[src/rtl/ram_mm_arbiter_if.sv]
// Bus bundle between two requesters, the arbiter and a single-port RAM slave.
interface ram_mm_arbiter_if #(
  parameter int AW = 13,
  parameter int DW = 32
);
  logic            ra_req, ra_we, ra_ack, ra_rvalid;
  logic [AW-1:0]   ra_addr;
  logic [DW-1:0]   ra_wdata, ra_rdata;
  logic [DW/8-1:0] ra_be;

  logic            rb_req, rb_we, rb_ack, rb_rvalid;
  logic [AW-1:0]   rb_addr;
  logic [DW-1:0]   rb_wdata, rb_rdata;
  logic [DW/8-1:0] rb_be;

  logic            clr_start, clr_busy;

  logic [AW-1:0]   ram_address;
  logic            ram_chipselect, ram_clken, ram_write;
  logic [DW-1:0]   ram_writedata, ram_readdata;
  logic [DW/8-1:0] ram_byteenable;

  // arbiter side
  modport slave (
    input  ra_req, ra_we, ra_addr, ra_wdata, ra_be,
    output ra_ack, ra_rvalid, ra_rdata,
    input  rb_req, rb_we, rb_addr, rb_wdata, rb_be,
    output rb_ack, rb_rvalid, rb_rdata,
    input  clr_start,
    output clr_busy,
    output ram_address, ram_chipselect, ram_clken, ram_write,
    output ram_writedata, ram_byteenable,
    input  ram_readdata
  );

  // requesters + RAM side
  modport master (
    output ra_req, ra_we, ra_addr, ra_wdata, ra_be,
    input  ra_ack, ra_rvalid, ra_rdata,
    output rb_req, rb_we, rb_addr, rb_wdata, rb_be,
    input  rb_ack, rb_rvalid, rb_rdata,
    output clr_start,
    input  clr_busy,
    input  ram_address, ram_chipselect, ram_clken, ram_write,
    input  ram_writedata, ram_byteenable,
    output ram_readdata
  );
endinterface

[src/rtl/ram_mm_arbiter.sv]
// Two-requester round-robin arbiter onto one RAM port, with a zero-fill sweep.
module ram_mm_arbiter #(
  parameter int AW           = 13,
  parameter int DW           = 32,
  parameter int READ_LATENCY = 1,
  parameter int CLR_WORDS    = 8192
) (
  input  logic                clk_clk,
  input  logic                reset_reset,
  ram_mm_arbiter_if.slave     bus
);
  localparam int            BW      = DW/8;
  localparam logic [AW:0]   CLR_END = (AW+1)'(CLR_WORDS);

  typedef enum logic {ARB, CLEAR} state_t;

  state_t          state, state_nxt;
  logic [AW:0]     clr_cnt;       // next sweep address; one extra bit so 2^AW fits
  logic            last_b;        // last grant went to b
  logic            gnt_a, gnt_b;

  logic            cs_q, we_q, id_q;
  logic [AW-1:0]   addr_q;
  logic [DW-1:0]   wd_q;
  logic [BW-1:0]   be_q;

  logic [READ_LATENCY:1] vld_pipe, id_pipe;
  logic            rd_issue;
  logic            rv_a, rv_b;
  logic [DW-1:0]   rd_a, rd_b;

  // state register
  always_ff @(posedge clk_clk) begin
    if (reset_reset) state <= ARB;
    else             state <= state_nxt;
  end

  // next state: a sweep starts on clr_start and ends once every word is issued
  always_comb begin
    state_nxt = state;
    case (state)
      ARB:     if (bus.clr_start)     state_nxt = CLEAR;
      CLEAR:   if (clr_cnt == CLR_END) state_nxt = ARB;
      default: state_nxt = ARB;
    endcase
  end

  // grant: only in ARB, clear beats requests, ties go to the one not served last
  always_comb begin
    gnt_a = 1'b0;
    gnt_b = 1'b0;
    if (state == ARB && !bus.clr_start && !reset_reset) begin
      if (bus.ra_req && (!bus.rb_req || last_b)) gnt_a = 1'b1;
      else if (bus.rb_req)                       gnt_b = 1'b1;
    end
  end

  assign bus.ra_ack    = gnt_a;
  assign bus.rb_ack    = gnt_b;
  assign bus.clr_busy  = (state == CLEAR);
  assign bus.ram_clken = ~reset_reset;

  // round-robin pointer and sweep address counter
  always_ff @(posedge clk_clk) begin
    if (reset_reset) begin
      last_b  <= 1'b1;
      clr_cnt <= '0;
    end else begin
      if (gnt_a)      last_b <= 1'b0;
      else if (gnt_b) last_b <= 1'b1;
      if (state == ARB && bus.clr_start) clr_cnt <= (AW+1)'(1);
      else if (state == CLEAR)           clr_cnt <= clr_cnt + 1'b1;
    end
  end

  // registered RAM command: granted request, or sweep word 0 on entry, then 1..N-1
  always_ff @(posedge clk_clk) begin
    if (reset_reset) begin
      cs_q <= 1'b0; we_q <= 1'b0; id_q <= 1'b0;
      addr_q <= '0; wd_q <= '0;   be_q <= '0;
    end else begin
      cs_q <= 1'b0;
      we_q <= 1'b0;
      if (gnt_a || gnt_b) begin
        cs_q   <= 1'b1;
        id_q   <= gnt_b;
        we_q   <= gnt_b ? bus.rb_we    : bus.ra_we;
        addr_q <= gnt_b ? bus.rb_addr  : bus.ra_addr;
        wd_q   <= gnt_b ? bus.rb_wdata : bus.ra_wdata;
        be_q   <= gnt_b ? bus.rb_be    : bus.ra_be;
      end else if (state == ARB && bus.clr_start) begin
        cs_q <= 1'b1; we_q <= 1'b1;
        addr_q <= '0; wd_q <= '0; be_q <= '1;
      end else if (state == CLEAR && clr_cnt < CLR_END) begin
        cs_q <= 1'b1; we_q <= 1'b1;
        addr_q <= clr_cnt[AW-1:0]; wd_q <= '0; be_q <= '1;
      end
    end
  end

  assign bus.ram_chipselect = cs_q;
  assign bus.ram_write      = we_q;
  assign bus.ram_address    = addr_q;
  assign bus.ram_writedata  = wd_q;
  assign bus.ram_byteenable = be_q;
  assign rd_issue           = cs_q & ~we_q;

  // read tracking: last stage lines up with the cycle readdata is valid
  always_ff @(posedge clk_clk) begin
    if (reset_reset) begin
      vld_pipe <= '0;
      id_pipe  <= '0;
    end else begin
      vld_pipe[1] <= rd_issue;
      id_pipe[1]  <= id_q;
      for (int i = 2; i <= READ_LATENCY; i++) begin
        vld_pipe[i] <= vld_pipe[i-1];
        id_pipe[i]  <= id_pipe[i-1];
      end
    end
  end

  // read return: capture readdata for the issuing requester only, hold otherwise
  always_ff @(posedge clk_clk) begin
    if (reset_reset) begin
      rv_a <= 1'b0; rv_b <= 1'b0;
      rd_a <= '0;   rd_b <= '0;
    end else begin
      rv_a <= vld_pipe[READ_LATENCY] & ~id_pipe[READ_LATENCY];
      rv_b <= vld_pipe[READ_LATENCY] &  id_pipe[READ_LATENCY];
      if (vld_pipe[READ_LATENCY] && !id_pipe[READ_LATENCY]) rd_a <= bus.ram_readdata;
      if (vld_pipe[READ_LATENCY] &&  id_pipe[READ_LATENCY]) rd_b <= bus.ram_readdata;
    end
  end

  assign bus.ra_rvalid = rv_a;
  assign bus.rb_rvalid = rv_b;
  assign bus.ra_rdata  = rd_a;
  assign bus.rb_rdata  = rd_b;
endmodule

[src/flat_wrapper.sv]
// flat-port wrapper written by rule: the top's interface ports become plain ports
module ram_mm_arbiter_flat 
#(
  parameter int AW           = 13,
  parameter int DW           = 32,
  parameter int READ_LATENCY = 1,
  parameter int CLR_WORDS    = 8192
)
  (clk_clk, reset_reset, bus_ra_req, bus_ra_we, bus_ra_addr, bus_ra_wdata, bus_ra_be, bus_ra_ack, bus_ra_rvalid, bus_ra_rdata, bus_rb_req, bus_rb_we, bus_rb_addr, bus_rb_wdata, bus_rb_be, bus_rb_ack, bus_rb_rvalid, bus_rb_rdata, bus_clr_start, bus_clr_busy, bus_ram_address, bus_ram_chipselect, bus_ram_clken, bus_ram_write, bus_ram_writedata, bus_ram_byteenable, bus_ram_readdata);
  ram_mm_arbiter_if #(.AW(AW), .DW(DW)) bus_i ();
  input  logic clk_clk;
  input  logic reset_reset;
  input wire logic [$bits(bus_i.ra_req)-1:0] bus_ra_req;
  input wire logic [$bits(bus_i.ra_we)-1:0] bus_ra_we;
  input wire logic [$bits(bus_i.ra_addr)-1:0] bus_ra_addr;
  input wire logic [$bits(bus_i.ra_wdata)-1:0] bus_ra_wdata;
  input wire logic [$bits(bus_i.ra_be)-1:0] bus_ra_be;
  output wire logic [$bits(bus_i.ra_ack)-1:0] bus_ra_ack;
  output wire logic [$bits(bus_i.ra_rvalid)-1:0] bus_ra_rvalid;
  output wire logic [$bits(bus_i.ra_rdata)-1:0] bus_ra_rdata;
  input wire logic [$bits(bus_i.rb_req)-1:0] bus_rb_req;
  input wire logic [$bits(bus_i.rb_we)-1:0] bus_rb_we;
  input wire logic [$bits(bus_i.rb_addr)-1:0] bus_rb_addr;
  input wire logic [$bits(bus_i.rb_wdata)-1:0] bus_rb_wdata;
  input wire logic [$bits(bus_i.rb_be)-1:0] bus_rb_be;
  output wire logic [$bits(bus_i.rb_ack)-1:0] bus_rb_ack;
  output wire logic [$bits(bus_i.rb_rvalid)-1:0] bus_rb_rvalid;
  output wire logic [$bits(bus_i.rb_rdata)-1:0] bus_rb_rdata;
  input wire logic [$bits(bus_i.clr_start)-1:0] bus_clr_start;
  output wire logic [$bits(bus_i.clr_busy)-1:0] bus_clr_busy;
  output wire logic [$bits(bus_i.ram_address)-1:0] bus_ram_address;
  output wire logic [$bits(bus_i.ram_chipselect)-1:0] bus_ram_chipselect;
  output wire logic [$bits(bus_i.ram_clken)-1:0] bus_ram_clken;
  output wire logic [$bits(bus_i.ram_write)-1:0] bus_ram_write;
  output wire logic [$bits(bus_i.ram_writedata)-1:0] bus_ram_writedata;
  output wire logic [$bits(bus_i.ram_byteenable)-1:0] bus_ram_byteenable;
  input wire logic [$bits(bus_i.ram_readdata)-1:0] bus_ram_readdata;
  assign bus_i.ra_req = bus_ra_req;
  assign bus_i.ra_we = bus_ra_we;
  assign bus_i.ra_addr = bus_ra_addr;
  assign bus_i.ra_wdata = bus_ra_wdata;
  assign bus_i.ra_be = bus_ra_be;
  assign bus_ra_ack = bus_i.ra_ack;
  assign bus_ra_rvalid = bus_i.ra_rvalid;
  assign bus_ra_rdata = bus_i.ra_rdata;
  assign bus_i.rb_req = bus_rb_req;
  assign bus_i.rb_we = bus_rb_we;
  assign bus_i.rb_addr = bus_rb_addr;
  assign bus_i.rb_wdata = bus_rb_wdata;
  assign bus_i.rb_be = bus_rb_be;
  assign bus_rb_ack = bus_i.rb_ack;
  assign bus_rb_rvalid = bus_i.rb_rvalid;
  assign bus_rb_rdata = bus_i.rb_rdata;
  assign bus_i.clr_start = bus_clr_start;
  assign bus_clr_busy = bus_i.clr_busy;
  assign bus_ram_address = bus_i.ram_address;
  assign bus_ram_chipselect = bus_i.ram_chipselect;
  assign bus_ram_clken = bus_i.ram_clken;
  assign bus_ram_write = bus_i.ram_write;
  assign bus_ram_writedata = bus_i.ram_writedata;
  assign bus_ram_byteenable = bus_i.ram_byteenable;
  assign bus_i.ram_readdata = bus_ram_readdata;
  ram_mm_arbiter #(.AW(AW), .DW(DW), .READ_LATENCY(READ_LATENCY), .CLR_WORDS(CLR_WORDS)) u_core (.clk_clk(clk_clk), .reset_reset(reset_reset), .bus(bus_i));
endmodule
[config.mk]
export PLATFORM = sky130hd
export DESIGN_NAME = ram_mm_arbiter_flat
export DESIGN_NICKNAME = d
export VERILOG_FILES = /design/src/rtl/ram_mm_arbiter_if.sv /design/src/rtl/ram_mm_arbiter.sv /design/src/flat_wrapper.sv
export SDC_FILE = /design/constraint.sdc
export NUM_CORES = 1
export LEC_CHECK = 0
export CAP_MARGIN = 10
export CORE_MARGIN = 8
export CORE_UTILIZATION = 40
export CTS_CLUSTER_DIAMETER = 150
export DETAILED_ROUTE_END_ITERATION = 10
export HOLD_SLACK_MARGIN = 0.06
export PLACE_DENSITY = 0.8
export RECOVER_POWER = 100
export SLEW_MARGIN = 0
export SYNTH_ARGS = -nofsm -noshare
export SYNTH_HDL_FRONTEND = slang
export SYNTH_SLANG_ARGS = --single-unit
[constraint.sdc]
create_clock -name clk_clk -period 1.9 [get_ports clk_clk]
set_input_delay 0.285 -clock clk_clk [delete_from_list [all_inputs] [get_ports clk_clk]]
set_output_delay 0.285 -clock clk_clk [all_outputs]
set_load 0.02 [all_outputs]
---- Word level (Yosys, flattened, before mapping) ----
Index checks and enable logic that the tools add are counted.
cells by class
  order comparisons ....................... 1
  bitwise gates (word level) .............. 7
  eq/ne operators ......................... 1
  add/sub/neg operators ................... 1
  muxes and demuxes ....................... 29
  reduce and logical (&&, ||, !) cells .... 17
operators by type and width
  cell                                                             number
  32-bit 2-to-1 mux                                                4
  13-bit 2-to-1 mux                                                4
  1-bit 2-to-1 mux                                                 16
  4-bit 2-to-1 mux                                                 4
  14-bit by 1-bit adder with 14-bit output, second input constant  1
  14-bit == test, second input constant                            1
  14-bit less-than comparator, second input constant               1
  1-bit logical AND                                                7
  1-bit logical NOT                                                4
  1-bit NOT                                                        4
  2-bit nonzero test                                               2
  1-bit bitwise AND                                                3
  3-bit nonzero test                                               1
  1-bit logical OR                                                 2
  1-bit case mux with 2 select lines                               1
  2-bit OR reduction                                               1
word-level totals
  register bits ........................... 136
  output and inout bits ................... 121
  word-level logic and storage cells ...... 72

---- Depth between registers and ports, before layout ----
  word-level depth ........................ 7
  gate-level depth with buffers ........... 8
  depth with buffers taken out ............ 5

---- Least setup slack after synthesis ----
OpenSTA, ideal clock, no wires.
  kind .................................... register to register
  start ................................... reg u_core.state, in the netlist u_core.bus.clr_busy
  end ..................................... reg u_core.wd_q[0], in the netlist u_core.bus.ram_writedata[0]
  path slack .............................. 0.342 ns
  arrival ................................. 1.444 ns
  cell stages (with the launch flop) ...... 7
  buffers on the path ..................... 2
  data required time ...................... 1.786 ns
  period minus slack after synthesis ...... 1.558 ns
  cell sequence ........................... dfxtp_1 > nor3_4 > nand3b_4 > and3_1 > buf_6 > buf_6 > a21o_1
between the ends
  word-level cells in the longest chain between the ends .. 6
ends and longest elaborated chain
  what                                                            RTL line                                    text
  start, declared                                                 ram_mm_arbiter.sv:17                        state_t state, state_nxt;
  start signal, assigned                                          ram_mm_arbiter.sv:35                        else state <= state_nxt;
  1-bit NOT                                                       ram_mm_arbiter.sv:52, ram_mm_arbiter.sv:91
  1-bit logical AND (2 in series)                                 ram_mm_arbiter.sv:52                        if (state == ARB && !bus.clr_start && !reset_reset) begin
  1-bit 2-to-1 mux                                                ram_mm_arbiter.sv:52
  32-bit 2-to-1 mux / 1-bit logical OR (equally long branches)    ram_mm_arbiter.sv:89, ram_mm_arbiter.sv:84
  32-bit 2-to-1 mux / 3-bit nonzero test (equally long branches)  n/a
  end signal, assigned                                            ram_mm_arbiter.sv:89                        wd_q <= gnt_b ? bus.rb_wdata : bus.ra_wdata;
  end, declared                                                   ram_mm_arbiter.sv:24                        logic [DW-1:0] wd_q;
Several ways; a longest one is shown, not always the timed one.
A chain may end at the register's enable or synchronous reset.

---- Worst setup path after layout ----
  start ................................... reg u_core.last_b
  end ..................................... out bus_ra_ack
between the ends
  word-level cells in the longest chain between the ends .. 4
ends and longest elaborated chain
  what                    RTL line              text
  start, declared         ram_mm_arbiter.sv:19  logic last_b;
  start signal, assigned  ram_mm_arbiter.sv:66  last_b <= 1'b1;
  start signal, assigned  ram_mm_arbiter.sv:69  if (gnt_a) last_b <= 1'b0;
  start signal, assigned  ram_mm_arbiter.sv:70  else if (gnt_b) last_b <= 1'b1;
  1-bit logical OR        ram_mm_arbiter.sv:53  if (bus.ra_req && (!bus.rb_req || last_b)) gnt_a = 1'b1;
  1-bit logical AND       ram_mm_arbiter.sv:53
  1-bit 2-to-1 mux        ram_mm_arbiter.sv:53
  1-bit 2-to-1 mux        ram_mm_arbiter.sv:52
  end, declared           flat_wrapper.sv:18    output wire logic [$bits(bus_i.ra_ack)-1:0] bus_ra_ack;
Every way passes these cells.

==> impl_metrics.yaml <==
global_route:
  grt_overflow_total: 0
  grt_max_degree: 83
  grt_pass1_vias: 5346
  grt_use_total_pct: 21.3
  grt_pass1_wl_um: 27900
  antenna_found_initial: 0
placement:
  place.gp.congestion: 0.868
  port_buffers: 257
  dp.cells: 984
  place_area_um2: 7930
  hpwl_um: 14200
  pre_cts_ws_ps: -275
pwr:
  power_mw: 7.05
  ir_drop_mv: 0.513
  p_per_area_nw_per_um2: 832
  p_leak_nw: 3.71
yosys:
  synth-edff-count: 0
  synth_cells: 580
  synth_area_per_cell_um2: 8.95
  ys_warn_count: 0
  synth_seq_area_share_pct: 52.4
  async_flop_share_pct: 0
  synth.cell_area_um2: 5190
  synth_ff_type: "dfxtp_1"
  ys_ff_latch: 136
  syn-num-nets: 719
  yosysUniqueCellTypes: 45
routing:
  vias: 5287
  wl_per_cell_um: 18.4
  viasPerCell: 5.21
  routed_wl_um: 18700
  ant_nets: 0
  drc: 0
  drt_iter0_drc: 399
  first_pass_iters: 8
timing:
  final.period_utilization_pct: 95.6
  hold_ws_ps: 236
  rsz0062_at_grt: "no"
  tightest_slew_ps: 1690
  period_minus_slack_ps: 1820
  setup_slack_ps: 84.3
  finalHoldViolations: 0
  finalClockSkew_ps: 6.70
  timing.fmax_ghz: 0.551
  setup_violations: 0
  maxSlewHeadroom_pct: -12.8
  maxSlewViolCount: 83
  setup_tns_ps: 0
setup_path:
  worst_path_max_delay_cell: "dfxtp_1"
  crit_chain: "and2b_1, nand3b_4, inv_2, clkdlybuf4s15_1"
  cpPeakStageDelay_ps: 350
  path_delay_family: "buffers and inverters"
  path_class: "reg2out"
  path_buf_inv: 2
  crit_path_end_kind: "primary output"
  cp-start-kind: "register"
  r2r_cells: 6
  cp.depth: 4
  critPathArrivalTime_ps: 1530
  required_ps: 1620
  crit_path_max_fanout: 3
worst_hold_path:
  hp-class: "in2reg"
  whs_path_depth: 3
die:
  start_util_pct: 41.0
  row_count: 41
  core_region_area_um2: 12700
  die_w_um: 130
  die_h_um: 130
  design.portCount: 258
  dieArea_um2: 16900
cts:
  clockBufferDepth: 2
  cts_tree: "done"
  cts_made_buffers: 17
  worst_skew_pair.late_latency_ps: 410
  cts_sinks: 136
  postCtsSetupRepairBufs: 0
  cts-root-buf: "clkbuf_16"
  path_clk_slew_ps: 50
  htree_levels: 4
run_status:
  violations: "capacitance limit, slew limit"
  status: "finished, violations left"
finish:
  drive_gt1_share_pct: 6.64
  fin_nets: 970
  utilization_pct: 66.9
  area_growth_pct: 63.2
  design_area_um2: 8470
  fin_cells: 1015
  antennaDiodeCount: 0
run:
  maxCapViolations: 1
cells in the final DEF (no fill, tap or decap), types with 16 or more instances in the layout:
master / instances
nand2_1: 136
dfxtp_1: 136
clkdlybuf4s50_1: 135
dlygate4sd3_1: 118
a21oi_1: 81
a22o_1: 35
a21o_1: 32
clkbuf_16: 17
buf_4: 17
nor2_1: 16
report_power, final:
part           switching, mW  total (mW)  internal, mW
logic                  0.398       0.869         0.472
registers             0.0514        3.00          2.95
clock network           1.11        3.18          2.07
cell type report:
cell class,count,area [um^2]
clock inverters,2,60.1
clock buffers,29,510
fillers,993,4200
well taps,172,215
repair buffers,278,2730
multi-input cells,387,2190
flip-flops and latches,136,2720
inverters,11,41.3
cells in the mapped netlist (3+ instances only):
cell type    n  share of area, %
o21ai_0      6              0.58
buf_2        9              0.87
nor2b_1      4              0.48
or3_1        3              0.36
nand4_1      7              0.84
buf_6        5               1.1
nand3_1     11               1.1
a221o_1      3              0.58
o221ai_1     3              0.51
xor2_1       4              0.67
nor3_1       6              0.58
buf_4        3              0.43
a222oi_1    10               1.9
a21oi_1     81               7.8
inv_1        9              0.65
a21o_1      32               4.6
clkbuf_1    27               2.0
nand2_1    136               9.8
a22o_1      35               5.9
and2_1       3              0.36
xnor2_1      5              0.84
dfxtp_1    136                52
nor2_1      16               1.2
cell families after synthesis:
logic type,count (synthesis),synth area share [%]
fa+ha+maj,2,0.482
mux,1,0.193
compound gates,176,23.0
flops,136,52.4
simple gates,199,17.1
buf+inv,57,5.28
xor+xnor,9,1.52
final timing paths:
check / end / startpoint / slack (ps)
worst max register to register: u_core.bus.ram_address[8] / u_core.last_b / 100
worst max-delay path: bus_ra_ack / u_core.last_b / 80
worst min-delay path: u_core.clr_cnt[0] / reset_reset / 240
worst min register to register: u_core.vld_pipe / u_core.bus.ram_write / 430
per-layer routing:
layer  track usage, %  vias up  wire length (um)
met4             10.7        0               632
li1                 -     2526                 -
met1             21.6     2484              6910
met3             7.02       40              1670
met5                0        -                 0
met2             38.3      237              9480
timing repair:
action / CTS / global route
hold buffers: 0 / 0
gates resized for setup: 3 / 4
setup endpoints to repair: 3 / 5
pin swaps: 0 / 1
state kept, by name (all words and copies together), names as in the netlist:
name and flops:
u_core.id_q 1, u_core.bus.clr_busy 1, u_core.bus.ram_chipselect 1, u_core.bus.ram_write 1, u_core.last_b 1, u_core.clr_cnt 14, u_core.bus.ram_address 13, u_core.bus.ra_rdata 32
u_core.bus.ram_byteenable 4, u_core.id_pipe 1, u_core.vld_pipe 1, u_core.bus.rb_rvalid 1, u_core.bus.rb_rdata 32, u_core.bus.ra_rvalid 1, u_core.bus.ram_writedata 32
worst min-delay path: cells and delay by family:
family / cells / cell delay, ps
AO/OA/AOI/OAI: 1 / 50
buffers and inverters: 2 / 260
No activity file was read; power rests on OpenSTA's default activity.
